[config.mk]
export PLATFORM = sky130hd
export DESIGN_NAME = key_debounce_2b_flat
export DESIGN_NICKNAME = d
export VERILOG_FILES = /design/src/rtl/key_debounce_2b_if.sv /design/src/rtl/key_debounce_2b.sv /design/src/flat_wrapper.sv
export SDC_FILE = /design/constraint.sdc
export NUM_CORES = 1
export LEC_CHECK = 0
export CAP_MARGIN = 20
export CORE_AREA = 2 2 39 41
export CTS_BUF_LIST = sky130_fd_sc_hd__clkbuf_4
export CTS_CLUSTER_DIAMETER = 80
export DETAILED_ROUTE_END_ITERATION = 6
export DIE_AREA = 0 0 41 43
export PLACE_DENSITY = 0.82
export SYNTH_ARGS = -nofsm -noshare
export SYNTH_HDL_FRONTEND = slang
export SYNTH_SLANG_ARGS = --single-unit
[constraint.sdc]
create_clock -name clk -period 1.8 [get_ports clk]
set_input_delay 0.36 -clock clk [delete_from_list [all_inputs] [get_ports clk]]
set_output_delay 0.36 -clock clk [all_outputs]
set_load 0.05 [all_outputs]
[src/rtl/key_debounce_2b_if.sv]
// Interface bundling the key inputs and the debounced outputs of key_debounce_2b.
// Optional macro: DB_CHANGE_STROBE_EN adds the change_stb signal.
interface key_debounce_2b_if;
    logic [1:0] key_in;
    logic [1:0] state_inputs;
`ifdef DB_CHANGE_STROBE_EN
    logic       change_stb;

    modport master (output key_in, input  state_inputs, input  change_stb);
    modport slave  (input  key_in, output state_inputs, output change_stb);
`else
    modport master (output key_in, input  state_inputs);
    modport slave  (input  key_in, output state_inputs);
`endif
endinterface

[src/rtl/key_debounce_2b.sv]
// key_debounce_2b: synchronises and debounces two raw key lines into a clean
// 2-bit state_inputs bus for the downstream control FSM.
// Optional macro: DB_CHANGE_STROBE_EN adds a one-cycle change_stb output.
module key_debounce_2b #(
    parameter int SYNC_STAGES = 2,
    parameter int DB_CYCLES   = 16,
    parameter int CNT_W       = 5
) (
    input  logic             clk,
    input  logic             reset,
    key_debounce_2b_if.slave bus
);

    typedef enum logic [1:0] {
        S_IDLE   = 2'd0,
        S_WAIT   = 2'd1,
        S_COMMIT = 2'd2
    } state_t;

    localparam logic [CNT_W-1:0] CNT_LAST = CNT_W'(DB_CYCLES - 1);

    logic [1:0]       sync_r [SYNC_STAGES];
    logic [1:0]       sync_q;
    state_t           state_q, state_d;
    logic [1:0]       cand_q, cand_d;
    logic [CNT_W-1:0] cnt_q, cnt_d;
    logic [1:0]       out_q, out_d;

    assign sync_q           = sync_r[SYNC_STAGES-1];
    assign bus.state_inputs = out_q;

    // Multi-flop synchroniser for the raw key vector.
    always_ff @(posedge clk or negedge reset) begin
        if (!reset) begin
            for (int unsigned i = 0; i < SYNC_STAGES; i++) begin
                sync_r[i] <= '0;
            end
        end else begin
            sync_r[0] <= bus.key_in;
            for (int unsigned i = 1; i < SYNC_STAGES; i++) begin
                sync_r[i] <= sync_r[i-1];
            end
        end
    end

    // State, candidate, counter and output registers.
    always_ff @(posedge clk or negedge reset) begin
        if (!reset) begin
            state_q <= S_IDLE;
            cand_q  <= '0;
            cnt_q   <= '0;
            out_q   <= '0;
        end else begin
            state_q <= state_d;
            cand_q  <= cand_d;
            cnt_q   <= cnt_d;
            out_q   <= out_d;
        end
    end

    // Next-state and datapath decisions of the debounce FSM.
    always_comb begin
        state_d = state_q;
        cand_d  = cand_q;
        cnt_d   = cnt_q;
        out_d   = out_q;
        case (state_q)
            S_IDLE: begin
                if (sync_q != out_q) begin
                    cand_d  = sync_q;
                    cnt_d   = '0;
                    state_d = S_WAIT;
                end
            end
            S_WAIT: begin
                if (sync_q == cand_q) begin
                    if (cnt_q == CNT_LAST) begin
                        out_d   = cand_q;
                        state_d = S_COMMIT;
                    end else begin
                        cnt_d = cnt_q + 1'b1;
                    end
                end else if (sync_q == out_q) begin
                    cnt_d   = '0;
                    state_d = S_IDLE;
                end else begin
                    cand_d = sync_q;
                    cnt_d  = '0;
                end
            end
            S_COMMIT: begin
                state_d = S_IDLE;
            end
            default: begin
                state_d = S_IDLE;
            end
        endcase
    end

`ifdef DB_CHANGE_STROBE_EN
    logic stb_q;

    assign bus.change_stb = stb_q;

    // Strobe is high exactly during the cycle spent in S_COMMIT.
    always_ff @(posedge clk or negedge reset) begin
        if (!reset) begin
            stb_q <= 1'b0;
        end else begin
            stb_q <= (state_d == S_COMMIT);
        end
    end
`endif

endmodule

[src/flat_wrapper.sv]
// flat-port wrapper written by rule: the top's interface ports become plain ports
module key_debounce_2b_flat 
#(
    parameter int SYNC_STAGES = 2,
    parameter int DB_CYCLES   = 16,
    parameter int CNT_W       = 5
)
  (clk, reset, bus_key_in, bus_state_inputs);
  key_debounce_2b_if bus_i ();
  input  logic clk;
  input  logic reset;
  input wire logic [$bits(bus_i.key_in)-1:0] bus_key_in;
  output wire logic [$bits(bus_i.state_inputs)-1:0] bus_state_inputs;
  assign bus_i.key_in = bus_key_in;
  assign bus_state_inputs = bus_i.state_inputs;
  key_debounce_2b #(.SYNC_STAGES(SYNC_STAGES), .DB_CYCLES(DB_CYCLES), .CNT_W(CNT_W)) u_core (.clk(clk), .reset(reset), .bus(bus_i));
endmodule
==> impl_metrics.py, run 1 <==
metrics = {
    "outcome": {
        "status": "finished, final reports clean",
    },
    "worst_setup_path": {
        "critical_path_required_ps": 2010,
        "startpoint_type": "flip-flop",
        "worst_ep_arrival_time_ps": 1930,
        "critPathKind": "reg -> reg",
        "r2r-start": "u_core.cnt_q[0]",
        "startpoint": "u_core.cnt_q[0]",
        "cp_max_fo": 8,
        "worstSetupEndpointType": "flip-flop",
    },
    "clock_tree": {
        "clk_pin_slew_ps": 90,
        "ctsLongestPathBuffers": 2,
        "cts_max_level": 1,
        "clkSinkCount": 15,
        "cts_buffers": 3,
        "cts-root-buf": "clkbuf_4",
        "insertion_delay_ps": 280,
        "cts_tree": "done",
    },
    "placed_design": {
        "pre_cts_slack_ps": 10.0,
        "placed_area_sq_um": 741,
        "port_buffers": 5,
        "place_congestion": 0.681,
        "placed_cells": 76,
    },
    "global_route": {
        "grt_pass1_wl_mm": 1.77,
        "grtUsageTotal_pct": 16.1,
        "antenna_found_initial": 0,
        "grt_pass1_vias": 437,
        "grt_max_degree": 16,
        "overflow": 0,
    },
    "sta": {
        "setup_tns_ps": 0,
        "worst_hold_slack_ps": 358,
        "maxSlewViolCount": 0,
        "rsz0062_at_grt": "no",
        "hold_violations": 0,
        "fmaxAchievable_mhz": 582,
        "skew_ps": 4.08,
        "period_share_pct": 95.4,
        "final-setup-viol-count": 0,
        "maxSlewHeadroom_pct": 73.7,
        "period_needed_ps": 1720,
        "worst_slack_ps": 83.2,
        "tightest_slew_ps": 392,
    },
    "worst_hold_path": {
        "min-delay-start": "u_core.sync_r[2]",
        "hold_path_class": "reg -> reg",
    },
    "cells_and_area": {
        "area_delta_synth_final_pct": 16.5,
        "stdcell_area_sq_um": 778,
        "nNetsFinal": 72,
        "antenna_cells": 0,
        "utilization_pct": 56.2,
        "layout_common_cells": "15 x dfrtp_1, 5 x inv_1, 4 x nor2_1, 4 x buf_4",
        "fillers": 112,
        "final_common_cell": "dfrtp_1",
        "final_cell_count_no_fill": 81,
        "drive_gt1_share_pct": 24.6,
    },
    "power_and_ir_drop": {
        "ir_drop_uv": 436,
        "powerDensity_nw_per_um2": 795,
        "p_total_mw": 0.618,
        "p_leak_nw": 0.392,
    },
    "synth": {
        "syn_nets": 60,
        "yosysSeqAreaShare_pct": 56.2,
        "ys_ff_latch": 15,
        "yosysWarnings": 0,
        "avgSynthCellArea_sq_um": 12.4,
        "syn_area_sq_um": 668,
        "post_synth_num_cell_types": 23,
        "synthCells": 54,
    },
    "detailed_routing": {
        "ant_nets": 0,
        "avgViaCountPerCell": 5.42,
        "avgRoutedWirePerCell_um": 13.1,
        "vias": 439,
        "first_iter_violations": 9,
        "firstDrtPassIters": 4,
        "drc": 0,
        "drt_wl_total_mm": 1.07,
    },
    "floorplan": {
        "core_area_sq_um": 1380,
        "die_area_sq_um": 1760,
        "die_w_um": 41,
        "die_y_um": 43,
        "num_io_pins": 6,
        "initial_utilization_pct": 48.3,
        "std_cell_rows": 14,
    },
    "flow_run": {
        "cap_violations": 0,
    },
}
## cell usage after synthesis
| library cell | n | share of area [%] |
|---|---|---|
| dfrtp_1 | 15 | 56 |
| inv_1 | 5 | 2.8 |
| nor2_1 | 4 | 2.2 |
| a21o_1 | 3 | 3.4 |
| mux2_4 | 3 | 6.7 |
| a21oi_1 | 2 | 1.5 |
| ha_1 | 2 | 3.7 |
| mux2_2 | 2 | 3.4 |
| or3_1 | 2 | 1.9 |
| xnor2_1 | 2 | 2.6 |
| xor2_1 | 2 | 2.6 |
| a22o_1 | 1 | 1.3 |
| and3_1 | 1 | 0.94 |
| and4_4 | 1 | 1.7 |
| mux2_1 | 1 | 1.7 |
| nand2_2 | 1 | 0.94 |
| nand3_1 | 1 | 0.75 |
| nand4_1 | 1 | 0.94 |
| nand4b_1 | 1 | 1.3 |
| nor3_1 | 1 | 0.75 |
| o21ai_0 | 1 | 0.75 |
| o21ai_1 | 1 | 0.75 |
| o31ai_1 | 1 | 1.1 |
## state kept, by name, indices dropped and copies added (netlist names)
name                     cells
u_core.cnt_q                 5
u_core.cand_q                2
u_core.state_q               2
u_core.sync_r                2
u_core.sync_q                2
u_core.bus.state_inputs      2
## final timing paths
check	end	slack, ps	cells after the start
setup / recovery	u_core.cnt_q[3]	80	6
hold / removal	u_core.sync_q[0]	360	0
setup reg to reg	u_core.cnt_q[3]	80	6
hold reg to reg	u_core.sync_q[0]	360	0
max in group asynchronous	u_core.sync_q[1]	1240	2
min in group asynchronous	u_core.bus.state_inputs[1]	390	2
## kinds of logic after synthesis
family	share of synthesized area, %
DFF	56.2
muxes	11.8
AOI/OAI and AO/OA	8.80
adders and majority gates	3.74
and+or+nand+nor	11.4
buffers and inverters	2.81
xor gates and xnor gates	5.24
## cell type report
| type | count | area (sq um) | share of cell area (%) |
|---|---|---|---|
| repair buffers | 7 | 60.1 | 7.72 |
| flip-flops and latches | 15 | 375 | 48.2 |
| well taps | 16 | 20.0 | 2.57 |
| clock inverters | 1 | 5.00 | 0.643 |
| inverters | 5 | 18.8 | 2.41 |
| multi-input cells | 34 | 277 | 35.5 |
| clock buffers | 3 | 22.5 | 2.89 |
## layer usage
layer | routed length [um] | GRT usage [%] | up-vias
li1 | - | - | 210
met1 | 481 | 16.6 | 221
met2 | 541 | 23.8 | 6
met3 | 28 | 7.85 | 2
met4 | 14 | 12.0 | 0
met5 | 0 | 0 | -
## power by group
part           total, mW  switching [mW]  internal, mW
clock network      0.186           0.103        0.0824
registers          0.365          0.0130         0.352
logic             0.0681          0.0309        0.0372
total              0.618           0.147         0.471
## what timing repair did
item / 4_1_cts / 5_1_grt
cloned: 0 / 0
setup buffers: 0 / 1
endpoints found under the setup margin: 1 / 1
hold buffers: 0 / 0
resized for setup: 1 / 0
## critical path: stages, from the launching register on
cell	delay, ps
dfrtp_1	420
ha_1	220
and3_1	190
ha_2	210
nand4b_1	200
or3_1	320
o21ai_1	80
No activity file was read; power rests on OpenSTA's default activity.
==> run 2: changes to the inputs <==
CELL_PAD_IN_SITES_DETAIL_PLACEMENT = 0   (was not set)
CELL_PAD_IN_SITES_GLOBAL_PLACEMENT = 2   (was not set)
CORE_AREA = not set   (was 2 2 39 41)
CORE_MARGIN = 2   (was not set)
CORE_UTILIZATION = 39   (was not set)
DIE_AREA = not set   (was 0 0 41 43)
PLACE_DENSITY = 0.89   (was 0.82)
==> impl_metrics.py, run 2 (synthesis gave the netlist of run 1 again) <==
metrics = {
    "floorplan": {
        "die_area_sq_um": 2060,
        "std_cell_rows": 14,
        "num_io_pins": 6,
        "core_area_sq_um": 1560,
        "die_w_um": 45.4,
        "initial_utilization_pct": 42.9,
        "die_y_um": 45.4,
    },
    "power_and_ir_drop": {
        "ir_drop_uv": 435,
        "p_leak_nw": 0.392,
        "powerDensity_nw_per_um2": 813,
    },
    "cells_and_area": {
        "largest_reg_flops": 5,
        "drive_gt1_share_pct": 24.6,
        "final_common_cell": "dfrtp_1",
        "final_cell_count_no_fill": 81,
        "layout_common_cells": "15 x dfrtp_1, 5 x inv_1, 4 x nor2_1, 4 x buf_4",
        "antenna_cells": 0,
        "regMostFlops": "u_core.cnt_q",
        "area_delta_synth_final_pct": 16.5,
        "utilization_pct": 49.9,
        "nNetsFinal": 72,
    },
    "sta": {
        "setup_tns_ps": 0,
        "maxSlewViolCount": 0,
        "hold_violations": 0,
        "period_needed_ps": 1700,
        "tightest_slew_ps": 411,
        "skew_ps": 3.66,
        "period_share_pct": 94.6,
        "fmaxAchievable_mhz": 587,
        "final-setup-viol-count": 0,
        "maxSlewHeadroom_pct": 72.4,
    },
    "global_route": {
        "grtUsageTotal_pct": 14.3,
        "grt_pass1_wl_mm": 2.02,
        "grt_pass1_vias": 455,
        "grt_max_degree": 16,
        "overflow": 0,
        "antenna_found_initial": 0,
    },
    "detailed_routing": {
        "firstDrtPassIters": 2,
        "ant_nets": 0,
        "drt_wl_total_mm": 1.10,
        "avgViaCountPerCell": 5.27,
        "vias": 427,
        "drc": 0,
        "first_iter_violations": 3,
        "avgRoutedWirePerCell_um": 13.6,
    },
    "flow_run": {
        "cap_violations": 0,
    },
    "worst_setup_path": {
        "worst_ep_arrival_time_ps": 1930,
        "cp_slowest_cell": "dfrtp_1",
        "critPathKind": "reg -> reg",
        "max_stage_delay_ps": 430,
        "critical_path_required_ps": 2030,
        "startpoint_type": "flip-flop",
        "cp_max_fo": 8,
        "worstSetupEndpointType": "flip-flop",
        "worstPathCellList": "ha_1, and3_1, ha_2, nand4b_1, or3_1, o21ai_1",
    },
    "clock_tree": {
        "clk_pin_slew_ps": 90,
        "cts_max_level": 1,
        "cts_buffers": 3,
        "ctsLongestPathBuffers": 2,
        "cts_tree": "done",
        "cts-root-buf": "clkbuf_4",
        "hold_buffers": 0,
        "insertion_delay_ps": 290,
        "clkSinkCount": 15,
    },
    "worst_hold_path": {
        "hold_path_class": "reg -> reg",
    },
    "placed_design": {
        "port_buffers": 5,
        "place_congestion": 0.734,
        "hpwl_um": 798,
        "placed_cells": 76,
    },
    "outcome": {
        "status": "finished, final reports clean",
    },
}
## run 2: cell counts in the layout (fill, tap and decap cells not counted)
Identical to the previous run, type by type.
## run 2: timing repair
item	in CTS	in global routing
resized for setup	0	1
setup endpoints to repair	0	2
buffers inserted	0	1
## run 2: where the power goes
group          total, mW  switching, mW  internal (mW)
clock              0.199          0.116         0.0827
sequential         0.365         0.0132          0.352
combinational     0.0689         0.0317         0.0371
total              0.632          0.161          0.471
## run 2: path summary, 6_finish.rpt
path	to	depth (start not counted)	startpoint	slack, ps
max	u_core.cnt_q[3]	6	u_core.cnt_q[0]	100
min	u_core.sync_q[1]	0	u_core.sync_r[3]	360
max reg2reg	u_core.cnt_q[3]	6	u_core.cnt_q[0]	100
min reg2reg	u_core.sync_q[1]	0	u_core.sync_r[3]	360
max in group asynchronous	u_core.cand_q[0]	2	reset	1260
min in group asynchronous	u_core.cnt_q[2]	2	reset	370
## run 2: final cells by class
class	count	area [sq um]
repair buffers	7	60.1
flip-flops and latches	15	375
clock buffers	3	22.5
clock inverters	1	5.00
well taps	16	20.0
inverters	5	18.8
fillers	138	781
multi-input cells	34	277
## run 2: critical path, delay by kind of cell (launching register included)
kind | cells | cell delay, ps
flip-flops | 1 | 430
AO/OA/AOI/OAI | 1 | 80
AND/OR/NAND/NOR | 3 | 690
adder cells (fa/ha/maj) | 2 | 440
## run 2: per-stage QoR
step / area (sq um) / hold slack, ps / total power, mW / setup slack (ps)
floorplan: 668 / 64.4 / 0.411 / 164
global placement: 741 / 334 / 0.434 / 74.7
detailed placement: 741 / 343 / 0.436 / 55.0
CTS: 768 / 364 / 0.633 / 35.5
global route: 778 / 382 / 0.660 / -0.448
finish: 778 / 359 / 0.632 / 96.8
## run 2: layer usage
layer  track usage [%]  routed length, um
met1              19.5                546
met2              19.2                488
met3              3.57                 32
met4              11.2                 36
met5                 0                  0
==> run 3: changes to the inputs <==
CORE_UTILIZATION = 42   (was 39)
PLACE_DENSITY = 0.95   (was 0.89)
clock period = 2.05 ns   (was 1.8 ns; I/O delays follow)
==> impl_metrics.py, run 3 (synthesis gave the netlist of run 1 again) <==
metrics = {
    "detailed_routing": {
        "drc": 0,
        "firstDrtPassIters": 3,
        "drt_wl_total_mm": 1.03,
        "vias": 413,
        "ant_nets": 0,
        "avgViaCountPerCell": 5.16,
        "first_iter_violations": 6,
        "avgRoutedWirePerCell_um": 12.8,
    },
    "sta": {
        "rsz0062_at_grt": "no",
        "period_needed_ps": 1920,
        "hold_violations": 0,
        "worst_hold_slack_ps": 362,
        "worst_slack_ps": 132,
        "maxSlewViolCount": 0,
        "period_share_pct": 93.5,
        "skew_ps": 10.5,
        "setup_tns_ps": 0,
        "maxSlewHeadroom_pct": 66.6,
        "final-setup-viol-count": 0,
        "fmaxAchievable_mhz": 521,
        "tightest_slew_ps": 500,
    },
    "cells_and_area": {
        "largest_reg_flops": 5,
        "drive_gt1_share_pct": 18.8,
        "layout_common_cells": "15 x dfrtp_1, 5 x inv_1, 5 x clkdlybuf4s50_1",
        "final_common_cell": "dfrtp_1",
        "final_cell_count_no_fill": 80,
        "nNetsFinal": 71,
        "antenna_cells": 0,
        "area_delta_synth_final_pct": 15.7,
        "utilization_pct": 51.3,
        "stdcell_area_sq_um": 773,
        "regMostFlops": "u_core.cnt_q",
        "fillers": 132,
    },
    "global_route": {
        "overflow": 0,
        "grtUsageTotal_pct": 13.9,
        "grtUsageMet1_pct": 18.0,
        "antenna_found_initial": 0,
        "grt_pass1_wl_mm": 1.93,
        "grt_use_met3_pct": 4.17,
        "grt_max_degree": 16,
        "grtUsageMet2_pct": 20.9,
        "grt_pass1_vias": 454,
        "top_usage_layer": "met2",
    },
    "worst_setup_path": {
        "cp_slowest_cell": "clkdlybuf4s50_1",
        "r2r-start": "u_core.cnt_q[0]",
        "reg2reg_depth": 6,
        "startpoint_type": "flip-flop",
        "regToRegSetupSlack_ps": 300,
        "timing.rr.end": "u_core.cnt_q[3]",
        "cp_max_fo": 3,
        "critical_path_required_ps": 1640,
        "critPathKind": "reg -> out",
        "worstPathCellList": "clkdlybuf4s50_1",
        "cp.depth": 1,
        "max_stage_delay_ps": 820,
        "crit_end": "bus_state_inputs[0]",
        "startpoint": "u_core.bus.state_inputs[0]",
        "worstSetupEndpointType": "output port",
        "cp_top_family": "buffers and inverters",
        "worst_ep_arrival_time_ps": 1510,
        "cp_num_buf_inv": 1,
    },
    "placed_design": {
        "hpwl_um": 729,
        "place_congestion": 0.722,
        "placed_area_sq_um": 746,
        "pre_cts_slack_ps": 324,
        "placed_cells": 76,
        "port_buffers": 5,
    },
    "floorplan": {
        "core_area_sq_um": 1510,
        "std_cell_rows": 14,
        "initial_utilization_pct": 44.4,
        "die_y_um": 43.9,
        "die_w_um": 43.9,
        "die_area_sq_um": 1930,
        "num_io_pins": 6,
    },
    "flow_run": {
        "cap_violations": 0,
    },
    "clock_tree": {
        "cts_max_level": 1,
        "cts-root-buf": "clkbuf_4",
        "cts_buffers": 3,
        "post_cts_resized": 0,
        "insertion_delay_ps": 280,
        "hold_buffers": 0,
        "ctsLongestPathBuffers": 2,
        "post-cts-setup-buffer-count": 0,
        "clk_pin_slew_ps": 100,
        "clkSinkCount": 15,
        "cts_tree": "done",
    },
    "power_and_ir_drop": {
        "p_total_mw": 0.546,
        "p_leak_nw": 0.383,
        "ir_drop_uv": 409,
        "powerDensity_nw_per_um2": 707,
    },
    "outcome": {
        "status": "finished, final reports clean",
    },
    "worst_hold_path": {
        "hold_path_class": "reg -> reg",
    },
}
[run 3: power breakdown]
group	leakage [nW]	total (mW)	internal [mW]	switching [mW]
Clock	0.0177	0.169	0.0724	0.0970
Sequential	0.191	0.320	0.309	0.0117
Combinational	0.175	0.0565	0.0298	0.0268
[run 3: worst min path at each step]
stage	start	to	slack [ps]	depth (start not counted)
final	u_core.sync_r[3]	u_core.sync_q[1]	360	0
after global placement	u_core.sync_r[2]	u_core.sync_q[0]	340	0
after CTS	u_core.sync_r[3]	u_core.sync_q[1]	360	0
after floorplan	reset	u_core.bus.state_inputs[0]	110	0
after global routing	u_core.sync_r[3]	u_core.sync_q[1]	380	0
after detailed placement	u_core.sync_r[3]	u_core.sync_q[1]	340	0
[run 3: layout make-up]
cell class              instances  area (sq um)  area share (%)
inverters                       5          18.8            2.43
flip-flops and latches         15           375            48.5
well taps                      16          20.0            2.59
multi-input cells              34           274            35.4
clock buffers                   3          22.5            2.91
repair buffers                  6          57.6            7.44
clock inverters                 1          5.00           0.647
[run 3: routing by layer]
layer	wire length, um	vias up
li1	-	209
met1	526	200
met2	464	4
met3	36	0
met4	0	0
met5	0	-
